==> src/rtl/rng_pkg.sv <==
// Shared definitions for the die-roll custom instruction: die codes,
// per-die lookup helpers, LFSR constants and the controller state type.
package rng_pkg;

    // Raw sample width and roll width used throughout the block
    localparam int RAND_W = 7;
    localparam int ROLL_W = 5;

    // Die codes carried in dataa[3:0]; anything above DIE_D20 is invalid
    localparam logic [3:0] DIE_D4   = 4'h0;
    localparam logic [3:0] DIE_D6   = 4'h1;
    localparam logic [3:0] DIE_D8   = 4'h2;
    localparam logic [3:0] DIE_D10  = 4'h3;
    localparam logic [3:0] DIE_D12  = 4'h4;
    localparam logic [3:0] DIE_D20  = 4'h5;
    localparam logic [3:0] DIE_NONE = 4'hF;

    // LFSR seed, and the polynomial x^16+x^14+x^13+x^11+1 expressed as the
    // bit positions (0,2,3,5) that feed the new MSB in right-shift form
    localparam logic [15:0] LFSR_SEED = 16'hACE1;
    localparam logic [15:0] LFSR_TAPS = 16'h002D;

    typedef enum logic [1:0] {
        ST_IDLE,
        ST_COLLECT,
        ST_EVAL,
        ST_DONE
    } state_t;

    function automatic logic code_valid(input logic [3:0] code);
        return (code <= DIE_D20);
    endfunction

    // Largest multiple of N that fits in a 7-bit sample; samples at or
    // above it would bias the low faces, so they are thrown away
    function automatic logic [7:0] die_limit(input logic [3:0] code);
        case (code)
            DIE_D4, DIE_D8:           return 8'd128;
            DIE_D6:                   return 8'd126;
            DIE_D10, DIE_D12, DIE_D20: return 8'd120;
            default:                  return 8'd0;
        endcase
    endfunction

    // Number of faces for each die; zero marks an invalid code
    function automatic logic [7:0] die_sides(input logic [3:0] code);
        case (code)
            DIE_D4:  return 8'd4;
            DIE_D6:  return 8'd6;
            DIE_D8:  return 8'd8;
            DIE_D10: return 8'd10;
            DIE_D12: return 8'd12;
            DIE_D20: return 8'd20;
            default: return 8'd0;
        endcase
    endfunction

endpackage

==> src/rtl/dice_post_process.sv <==
// Rejection-sampling post-processor: decides whether a raw sample is
// usable for the selected die and maps it onto the range 1..N.
module dice_post_process #(
    parameter int RAND_W = rng_pkg::RAND_W,
    parameter int ROLL_W = rng_pkg::ROLL_W
) (
    input  logic [3:0]        code,
    input  logic [RAND_W-1:0] sample,
    output logic              accept,
    output logic [ROLL_W-1:0] roll
);
    import rng_pkg::*;

    logic [7:0] limit;
    logic [7:0] sides;
    logic [7:0] remainder;

    // Accept below the die's limit and fold the sample onto 1..N; an
    // invalid code never accepts and yields roll 0
    always_comb begin
        limit     = die_limit(code);
        sides     = die_sides(code);
        accept    = 1'b0;
        roll      = '0;
        remainder = '0;
        if (sides != 8'd0) begin
            remainder = 8'(sample) % sides;
            accept    = (8'(sample) < limit);
            if (accept) begin
                roll = ROLL_W'(remainder + 8'd1);
            end
        end
    end

endmodule

==> src/rtl/rng_nios_instr.sv <==
// Multi-cycle Nios II custom instruction returning a fair die roll built
// from a free-running LFSR, a serial collector and rejection sampling.
module rng_nios_instr #(
    parameter int RAND_W = rng_pkg::RAND_W,
    parameter int ROLL_W = rng_pkg::ROLL_W
) (
    input  logic        clk,
    input  logic        reset,
    input  logic        clk_en,
    input  logic        start,
    input  logic [31:0] dataa,
    input  logic [31:0] datab,
    output logic [31:0] result,
    output logic        done
);
    import rng_pkg::*;

    state_t             state;
    logic [15:0]        lfsr;
    logic [RAND_W-1:0]  collector;
    logic [2:0]         bit_count;
    logic [3:0]         code_latched;
    logic [ROLL_W-1:0]  roll_reg;
    logic               pp_accept;
    logic [ROLL_W-1:0]  pp_roll;

    // Only the die code field of dataa carries meaning; the rest is dropped
    logic unused_inputs;
    assign unused_inputs = ^{datab, dataa[31:4]};

    dice_post_process #(
        .RAND_W (RAND_W),
        .ROLL_W (ROLL_W)
    ) u_post (
        .code   (code_latched),
        .sample (collector),
        .accept (pp_accept),
        .roll   (pp_roll)
    );

    // Entropy source keeps running in every state so idle time adds mixing
    always_ff @(posedge clk) begin
        if (reset) begin
            lfsr <= LFSR_SEED;
        end else if (clk_en) begin
            lfsr <= {^(lfsr & LFSR_TAPS), lfsr[15:1]};
        end
    end

    // Controller: latch request, collect 7 bits, evaluate, report with a done pulse
    always_ff @(posedge clk) begin
        if (reset) begin
            state        <= ST_IDLE;
            collector    <= '0;
            bit_count    <= '0;
            code_latched <= '0;
            roll_reg     <= '0;
            done         <= 1'b0;
            result       <= '0;
        end else if (clk_en) begin
            done <= 1'b0;
            case (state)
                ST_IDLE: begin
                    if (start) begin
                        code_latched <= dataa[3:0];
                        if (code_valid(dataa[3:0])) begin
                            bit_count <= '0;
                            state     <= ST_COLLECT;
                        end else begin
                            roll_reg <= '0;
                            state    <= ST_DONE;
                        end
                    end
                end
                ST_COLLECT: begin
                    collector <= {collector[RAND_W-2:0], lfsr[0]};
                    bit_count <= bit_count + 3'd1;
                    if (bit_count == 3'(RAND_W - 1)) begin
                        state <= ST_EVAL;
                    end
                end
                ST_EVAL: begin
                    if (pp_accept) begin
                        roll_reg <= pp_roll;
                        state    <= ST_DONE;
                    end else begin
                        bit_count <= '0;
                        state     <= ST_COLLECT;
                    end
                end
                ST_DONE: begin
                    done   <= 1'b1;
                    result <= {{(32 - ROLL_W){1'b0}}, roll_reg};
                    state  <= ST_IDLE;
                end
                default: begin
                    state <= ST_IDLE;
                end
            endcase
        end
    end

endmodule

==> config.mk <==
export PLATFORM = sky130hd
export DESIGN_NAME = rng_nios_instr
export DESIGN_NICKNAME = d
export VERILOG_FILES = /design/src/rtl/rng_pkg.sv /design/src/rtl/dice_post_process.sv /design/src/rtl/rng_nios_instr.sv
export SDC_FILE = /design/constraint.sdc
export NUM_CORES = 1
export LEC_CHECK = 0
export BUFFER_PORTS_ARGS = -buffer_cell sky130_fd_sc_hd__buf_2
export CORE_ASPECT_RATIO = 0.5
export CORE_MARGIN = 1.5
export CORE_UTILIZATION = 54
export CTS_BUF_LIST = sky130_fd_sc_hd__clkbuf_8
export CTS_CLUSTER_DIAMETER = 120
export DETAILED_ROUTE_END_ITERATION = 16
export GPL_TIMING_DRIVEN = 0
export PLACE_DENSITY_LB_ADDON = 0.1
export SETUP_SLACK_MARGIN = 0.4
export SLEW_MARGIN = 40
export SYNTH_ARGS = -nofsm -noshare
export SYNTH_HDL_FRONTEND = slang
export SYNTH_SLANG_ARGS = --single-unit
==> constraint.sdc <==
create_clock -name clk -period 11.53 [get_ports clk]
set_clock_uncertainty 0.15 [all_clocks]
set_input_delay 0.5765 -clock clk [delete_from_list [all_inputs] [get_ports clk]]
set_output_delay 0.5765 -clock clk [all_outputs]
set_load 0.05 [all_outputs]
==> flow_summary_export.csv, run 1 <==
group,metric,value,unit
yosys,synth-seq-area-share,25.0,%
clock_network,cts_sinks,43,
clock_network,cts_max_level,2,
clock_network,cts_resized,0,
flow_run,maxCapViolCount,0,
sta,final-setup-viol-count,0,
yosys,synth_cell_types,64,
layout,antennaDiodeCount,0,
routing,vias_per_cell,5.51,
layout,largest_register_ffs,16,
yosys,async_flop_share,0,%
sta,hold_violations,0,
layout,nNetsFinal,578,
sta,drv_slew,0,
hold_path,hold_class,"register to register",
critical_path,rr_endpoint,"roll_reg[4]$_SDFFE_PP0P_",
critical_path,worstSetupEndpointType,"register",
sta,period_share,89.3,%
routing,drcViolationCount,0,
sta,min_period,10300,ps
layout,reg_top3,"lfsr: 16 flops, collector: 7 flops",
yosys,syn_inst,429,
clock_network,clkTransAtPathRegs,80,ps
grt,track_usage,22.9,%
yosys,syn-cell-area,3450,µm²
critical_path,slowest_stage,"or3b_2",
routing,drt-initial-drc-count,171,
placement,pre_cts_slack,924,ps
power_and_ir_drop,clockPowerShare,15.7,%
routing,wl_per_cell,13.3,µm
clock_network,post_cts_buffers,0,
routing,antenna_left,0,
critical_path,path_class,"register to register",
grt,grt_pass1_wl,12600,µm
power_and_ir_drop,cellLeakagePower,1.70,nW
sta,tns,0,ps
floorplanning,start_util,56.5,%
yosys,ys.flop_type,"dfxtp_1",
power_and_ir_drop,power_density,223,nW/µm²
power_and_ir_drop,p_sw_share,45.3,%
critical_path,path_common_cell,"ha_1",
power_and_ir_drop,p_switching,390,µW
routing,drt_wl_total,7520,µm
layout,syn_to_final_growth,12.1,%
clock_network,numCtsBuffers,5,
grt,grt_overflow,0,
yosys,ys.warnings.count,0,
layout,regMostFlops,"lfsr",
sta,slew_headroom,47.0,%
power_and_ir_drop,p_seq_share,18.8,%
sta,tightest_slew,789,ps
placement,dp_hpwl,5820,µm
yosys,synth-seq-cells,43,
yosys,syn_area_per_cell,8.04,µm²
outcome,outcome,"complete, no violations",
critical_path,rrSetupSlack,1230,ps
routing,firstDrtPassIters,4,
clock_network,root_buffer,"clkbuf_8",
critical_path,crit_path_max_incr_delay,600,ps
layout,drive_gt1_share,13.7,%
sta,rsz0062_at_grt,"no",
floorplanning,dieArea,6900,µm²
grt,grt_start_max_net_pins,14,
hold_path,min_to,"result[3]$_SDFFE_PP0P_",
placement,routabilityCongestion,0.818,
critical_path,reg2reg_depth,43,
yosys,synth_edf_count,0,
critical_path,rr_startpoint,"code_latched[3]$_SDFFE_PP0P_",
critical_path,crit_arrival,10340,ps
power_and_ir_drop,ir_worst_vdd,0.141,mV
hold_path,min_from,"result[3]$_SDFFE_PP0P_",
clock_network,cts_tree,"built",
power_and_ir_drop,power_frac_comb,65.5,%
floorplanning,die_h,59.5,µm
grt,grt_pass1_vias,2914,
clock_network,clock_path_buffers,2,
floorplanning,coreArea,6110,µm²
hold_path,worstHoldPathCells,2,
critical_path,cp_max_fo,10,
floorplanning,fp.dieW,116,µm
placement,io_buffers,12,
power_and_ir_drop,p_int,471,µW
grt,antenna_found_initial,0,
critical_path,worstSetupStartpointType,"register",
clock_network,holdBufCountCts,0,
critical_path,cp_data_required_time,11570,ps
clock_network,clk-insertion-delay-late,300,ps
routing,via_count,3105,
floorplanning,io_pins,101,
power_and_ir_drop,power,861,µW
floorplanning,rows,20,
sta,max_freq,97.1,MHz
sta,setup_slack,1230,ps
## logic make-up (layout without fill, tap and decap cells)
family                   after synthesis  after routing  share of synthesized area, %
AO/OA/AOI/OAI                        108            108                          21.2
flip-flops                            43             43                          25.0
multiplexers                          17             17                          5.05
XOR/XNOR                              18             18                          4.57
adder cells (fa/ha/maj)               35             35                          12.7
AND/OR/NAND/NOR                      145            145                          21.4
other                                  1             28                         0.109
buffers and inverters                 62             82                          10.0
## cells in the mapped netlist (2+ instances only)
library cell	n	share of area, %
buf_1	6	0.65
a21boi_1	2	0.44
a41oi_1	2	0.51
nand4_1	3	0.54
xnor2_1	15	3.8
xor2_1	3	0.76
nor4b_1	3	0.76
a21oi_1	39	5.7
dfxtp_1	43	25
and2_1	2	0.36
a21o_1	6	1.3
or2_2	2	0.36
o21ai_0	14	2.0
mux2_2	2	0.65
or3b_2	2	0.51
nand2_1	34	3.7
o21ai_1	6	0.87
nand3_1	17	2.5
nand2b_1	7	1.3
buf_4	27	5.9
mux2i_1	14	4.1
nor4_1	2	0.36
a32oi_1	2	0.51
ha_1	35	13
o211ai_1	4	0.87
a211oi_1	5	1.1
buf_2	3	0.44
nor3_1	15	2.2
nor2_1	35	3.8
clkbuf_1	9	0.98
or3_1	2	0.36
nor2b_1	11	2.0
a211o_1	8	2.0
inv_1	16	1.7
o21a_1	3	0.65
or4b_1	2	0.58
## critical path, delay by kind of cell, from the launching register on
family | cells | cell delay (ps)
AOI/OAI and AO/OA | 19 | 4160
adders and majority gates | 7 | 2450
and+or+nand+nor | 12 | 2090
muxes | 2 | 520
buffers and inverters | 2 | 340
DFF | 1 | 300
xor gates and xnor gates | 1 | 210
## final cells by class
class                      count  area (µm²)
clock buffer                   5        68.8
multi-input combinational    351        2360
fill                         567        2240
timing repair buffer          12        60.1
tap                           88         110
inverter                      16        60.1
sequential                    43         861
buffer                        46         285
clock inverter                 3        63.8
## worst max-delay path by stage
stage / startpoint / end / slack, ps / cells after the start
finish: code_latched[3]$_SDFFE_PP0P_ / roll_reg[4]$_SDFFE_PP0P_ / 1230 / 43
global route: code_latched[2]$_SDFFE_PP0P_ / roll_reg[4]$_SDFFE_PP0P_ / 440 / 42
CTS: code_latched[3]$_SDFFE_PP0P_ / roll_reg[4]$_SDFFE_PP0P_ / 900 / 43
detailed placement: code_latched[3]$_SDFFE_PP0P_ / roll_reg[4]$_SDFFE_PP0P_ / 920 / 43
global placement: code_latched[3]$_SDFFE_PP0P_ / roll_reg[4]$_SDFFE_PP0P_ / 1170 / 43
floorplan: code_latched[3]$_SDFFE_PP0P_ / roll_reg[2]$_SDFFE_PP0P_ / 2360 / 41
## per-stage QoR
stage | hold WS [ps] | instances | util, % | cell area (µm²)
floorplan | 276 | 456 | - | 3550
global placement | 289 | 556 | 60.9 | 3720
detailed placement | 294 | 556 | 60.9 | 3720
CTS | 306 | 564 | 63.1 | 3850
global route | 330 | 564 | 63.3 | 3860
finish | 302 | 564 | 63.3 | 3860
## power by group through the flow
stage | registers [mW] | clock network, mW | logic (mW)
after floorplan | 0.164 | 0 | 0.447
after global placement | 0.165 | 0 | 0.519
after detailed placement | 0.165 | 0 | 0.542
after CTS | 0.162 | 0.138 | 0.545
after global routing | 0.163 | 0.143 | 0.624
final | 0.162 | 0.135 | 0.564
## routing by layer
metal	global-route usage [%]	up-vias	share of wire, %
met3	2.86	6	3.7
met5	0	-	0
met2	43.5	67	48
li1	-	1571	-
met1	27.8	1461	48
met4	6.45	0	0.51
## cell usage in the layout (no fill, tap or decap), types with 3 or more instances in the layout
cell type / netlist / final
o211ai_1: 4 / 4
o21ai_1: 6 / 6
o21ai_0: 14 / 13
buf_1: 6 / 6
xor2_1: 3 / 3
inv_1: 16 / 17
o21a_1: 3 / 3
a211oi_1: 5 / 4
nand4_1: 3 / 3
nor4b_1: 3 / 3
a211o_1: 8 / 8
dfxtp_1: 43 / 43
conb_1: 1 / 28
nand3_1: 17 / 17
nor3_1: 15 / 14
nor2b_1: 11 / 11
mux2i_1: 14 / 14
nand2_1: 34 / 34
nand2b_1: 7 / 7
a21oi_1: 39 / 39
buf_2: 3 / 15
nor2_1: 35 / 35
ha_1: 35 / 35
clkbuf_1: 9 / 9
xnor2_1: 15 / 15
a21o_1: 6 / 6
buf_4: 27 / 27
clkbuf_8: 0 / 5
No activity file was read; power rests on OpenSTA's default activity.
==> run 2, diff against run 1 <==
--- a/config.mk
+++ b/config.mk
@@ -8,7 +8,7 @@
 export BUFFER_PORTS_ARGS = -buffer_cell sky130_fd_sc_hd__buf_2
 export CORE_ASPECT_RATIO = 0.5
 export CORE_MARGIN = 1.5
-export CORE_UTILIZATION = 54
+export CORE_UTILIZATION = 33
 export CTS_BUF_LIST = sky130_fd_sc_hd__clkbuf_8
 export CTS_CLUSTER_DIAMETER = 120
 export DETAILED_ROUTE_END_ITERATION = 16
==> run 2 against run 1 <==
Power decreased by 4.3%. Sequential cell count unchanged. Worst setup slack improved by 93 ps. Sequential share of layout area decreased by 0.31 points. Register-to-register slack improved by 90 ps. Highest routed layer unchanged.
==> flow_summary_export.csv, run 2 (synthesis gave the netlist of run 1 again) <==
group,metric,value,unit
clock_network,clock_path_buffers,2,
routing,firstDrtPassIters,4,
critical_path,crit_path_max_incr_delay,590,ps
hold_path,hold_class,"register to register",
clock_network,cts_sinks,43,
sta,period_share,88.5,%
outcome,outcome,"complete, no violations",
grt,grt_start_max_net_pins,14,
routing,via_count,2964,
floorplanning,dieArea,11100,µm²
grt,antenna_found_initial,0,
critical_path,path_common_cell,"ha_1",
routing,antenna_left,0,
grt,grt_overflow,0,
critical_path,path_delay_family,"compound AO/OA/AOI/OAI gates",
critical_path,cp_data_required_time,11570,ps
floorplanning,rows,26,
layout,syn_to_final_growth,13.7,%
power_and_ir_drop,power_density,210,nW/µm²
power_and_ir_drop,p_sw_share,46.6,%
power_and_ir_drop,cellLeakagePower,1.68,nW
clock_network,post_cts_buffers,0,
power_and_ir_drop,p_int,440,µW
placement,dp_hpwl,5760,µm
critical_path,critPathBufInv,2,
layout,reg_top3,"lfsr: 16 flops, collector: 7 flops",
routing,drt-initial-drc-count,156,
layout,largest_register_ffs,16,
critical_path,worstSetupStartpointType,"register",
floorplanning,start_util,33.9,%
sta,drv_slew,0,
layout,nNetsFinal,578,
critical_path,cp_max_fo,10,
sta,tightest_slew,589,ps
power_and_ir_drop,ir_worst_vdd,0.103,mV
sta,finalHoldWorstSlack,303,ps
floorplanning,io_pins,101,
flow_run,maxCapViolCount,0,
floorplanning,fp.dieW,148,µm
power_and_ir_drop,clockPowerShare,12.7,%
critical_path,worstSetupEndpointType,"register",
layout,drive_gt1_share,14.3,%
grt,track_usage,14.1,%
floorplanning,die_h,75.3,µm
clock_network,clkTransAtPathRegs,80,ps
placement,routabilityCongestion,0.727,
clock_network,cts_tree,"built",
placement,io_buffers,12,
sta,min_period,10200,ps
clock_network,holdBufCountCts,0,
layout,final_common_cell,"dfxtp_1",
clock_network,root_buffer,"clkbuf_8",
critical_path,slowest_stage,"or3b_2",
clock_network,clk-insertion-delay-late,300,ps
power_and_ir_drop,p_switching,384,µW
grt,grt_pass1_wl,12600,µm
grt,grt_pass1_vias,2639,
power_and_ir_drop,power,824,µW
layout,antennaDiodeCount,0,
floorplanning,coreArea,10200,µm²
sta,rsz0062_at_grt,"no",
routing,drcViolationCount,0,
critical_path,crit_arrival,10240,ps
clock_network,numCtsBuffers,5,
clock_network,cts_resized,0,
critical_path,path_class,"register to register",
power_and_ir_drop,p_seq_share,19.6,%
routing,vias_per_cell,4.81,
layout,regMostFlops,"lfsr",
sta,slew_headroom,60.6,%
routing,drt_wl_total,7490,µm
sta,max_freq,98.0,MHz
sta,final-setup-viol-count,0,
sta,tns,0,ps
clock_network,cts_max_level,2,
layout,mostFrequentLayoutCells,"dfxtp_1 (43), a21oi_1 (38), nor2_1 (35), ha_1 (35), nand2_1 (34)",
sta,hold_violations,0,
routing,wl_per_cell,12.2,µm
power_and_ir_drop,power_frac_comb,67.6,%
-- run 2: power by group through the flow --
stage          Sequential, mW  Clock [mW]  Combinational (mW)
2_1_floorplan           0.164           0               0.447
3_3_place_gp            0.165           0               0.546
3_5_place_dp            0.165           0               0.538
4_1_cts                 0.162       0.110               0.543
5_1_grt                 0.163       0.116               0.626
6_report                0.162       0.105               0.557
-- run 2: final timing paths --
path                                 from                       end  slack (ps)  cells after the start
max          code_latched[2]$_SDFFE_PP0P_  roll_reg[4]$_SDFFE_PP0P_        1330                     43
max reg2reg  code_latched[2]$_SDFFE_PP0P_  roll_reg[4]$_SDFFE_PP0P_        1330                     43
min                result[2]$_SDFFE_PP0P_    result[2]$_SDFFE_PP0P_         300                      2
min reg2reg        result[2]$_SDFFE_PP0P_    result[2]$_SDFFE_PP0P_         300                      2
-- run 2: stage by stage --
stage	cell area, µm²	util (%)	instances	setup slack [ps]
6_report	3920	38.5	616	1330
5_1_grt	3920	38.5	616	493
4_1_cts	3890	38.2	616	640
3_5_place_dp	3790	37.2	608	697
3_3_place_gp	3780	37.2	608	647
2_1_floorplan	3550	-	456	2360
-- run 2: layout make-up --
| type | instances | area, µm² |
|---|---|---|
| Fill cell | 1077 | 6260 |
| Multi-Input combinational cell | 351 | 2370 |
| Sequential cell | 43 | 861 |
| Buffer | 46 | 285 |
| Tap cell | 140 | 175 |
| Clock buffer | 7 | 96.3 |
| Timing Repair Buffer | 12 | 60.1 |
| Inverter | 16 | 60.1 |
| Clock inverter | 1 | 7.51 |
-- run 2: routing by layer --
layer  share of wire [%]  GRT usage (%)  routed length [µm]
met3                 3.8           2.00                 288
met1                  54           19.7                4050
met2                  41           23.3                3100
met5                   0              0                   0
met4                0.69           3.44                  52
-- run 2: worst reg2reg max path: cells and delay by family (launching register included) --
family,cells,cell delay [ps]
AOI/OAI and AO/OA,20,4020
adders and majority gates,7,2230
and+or+nand+nor,11,2090
muxes,2,690
buffers and inverters,2,360
DFF,1,310
xor gates and xnor gates,1,260
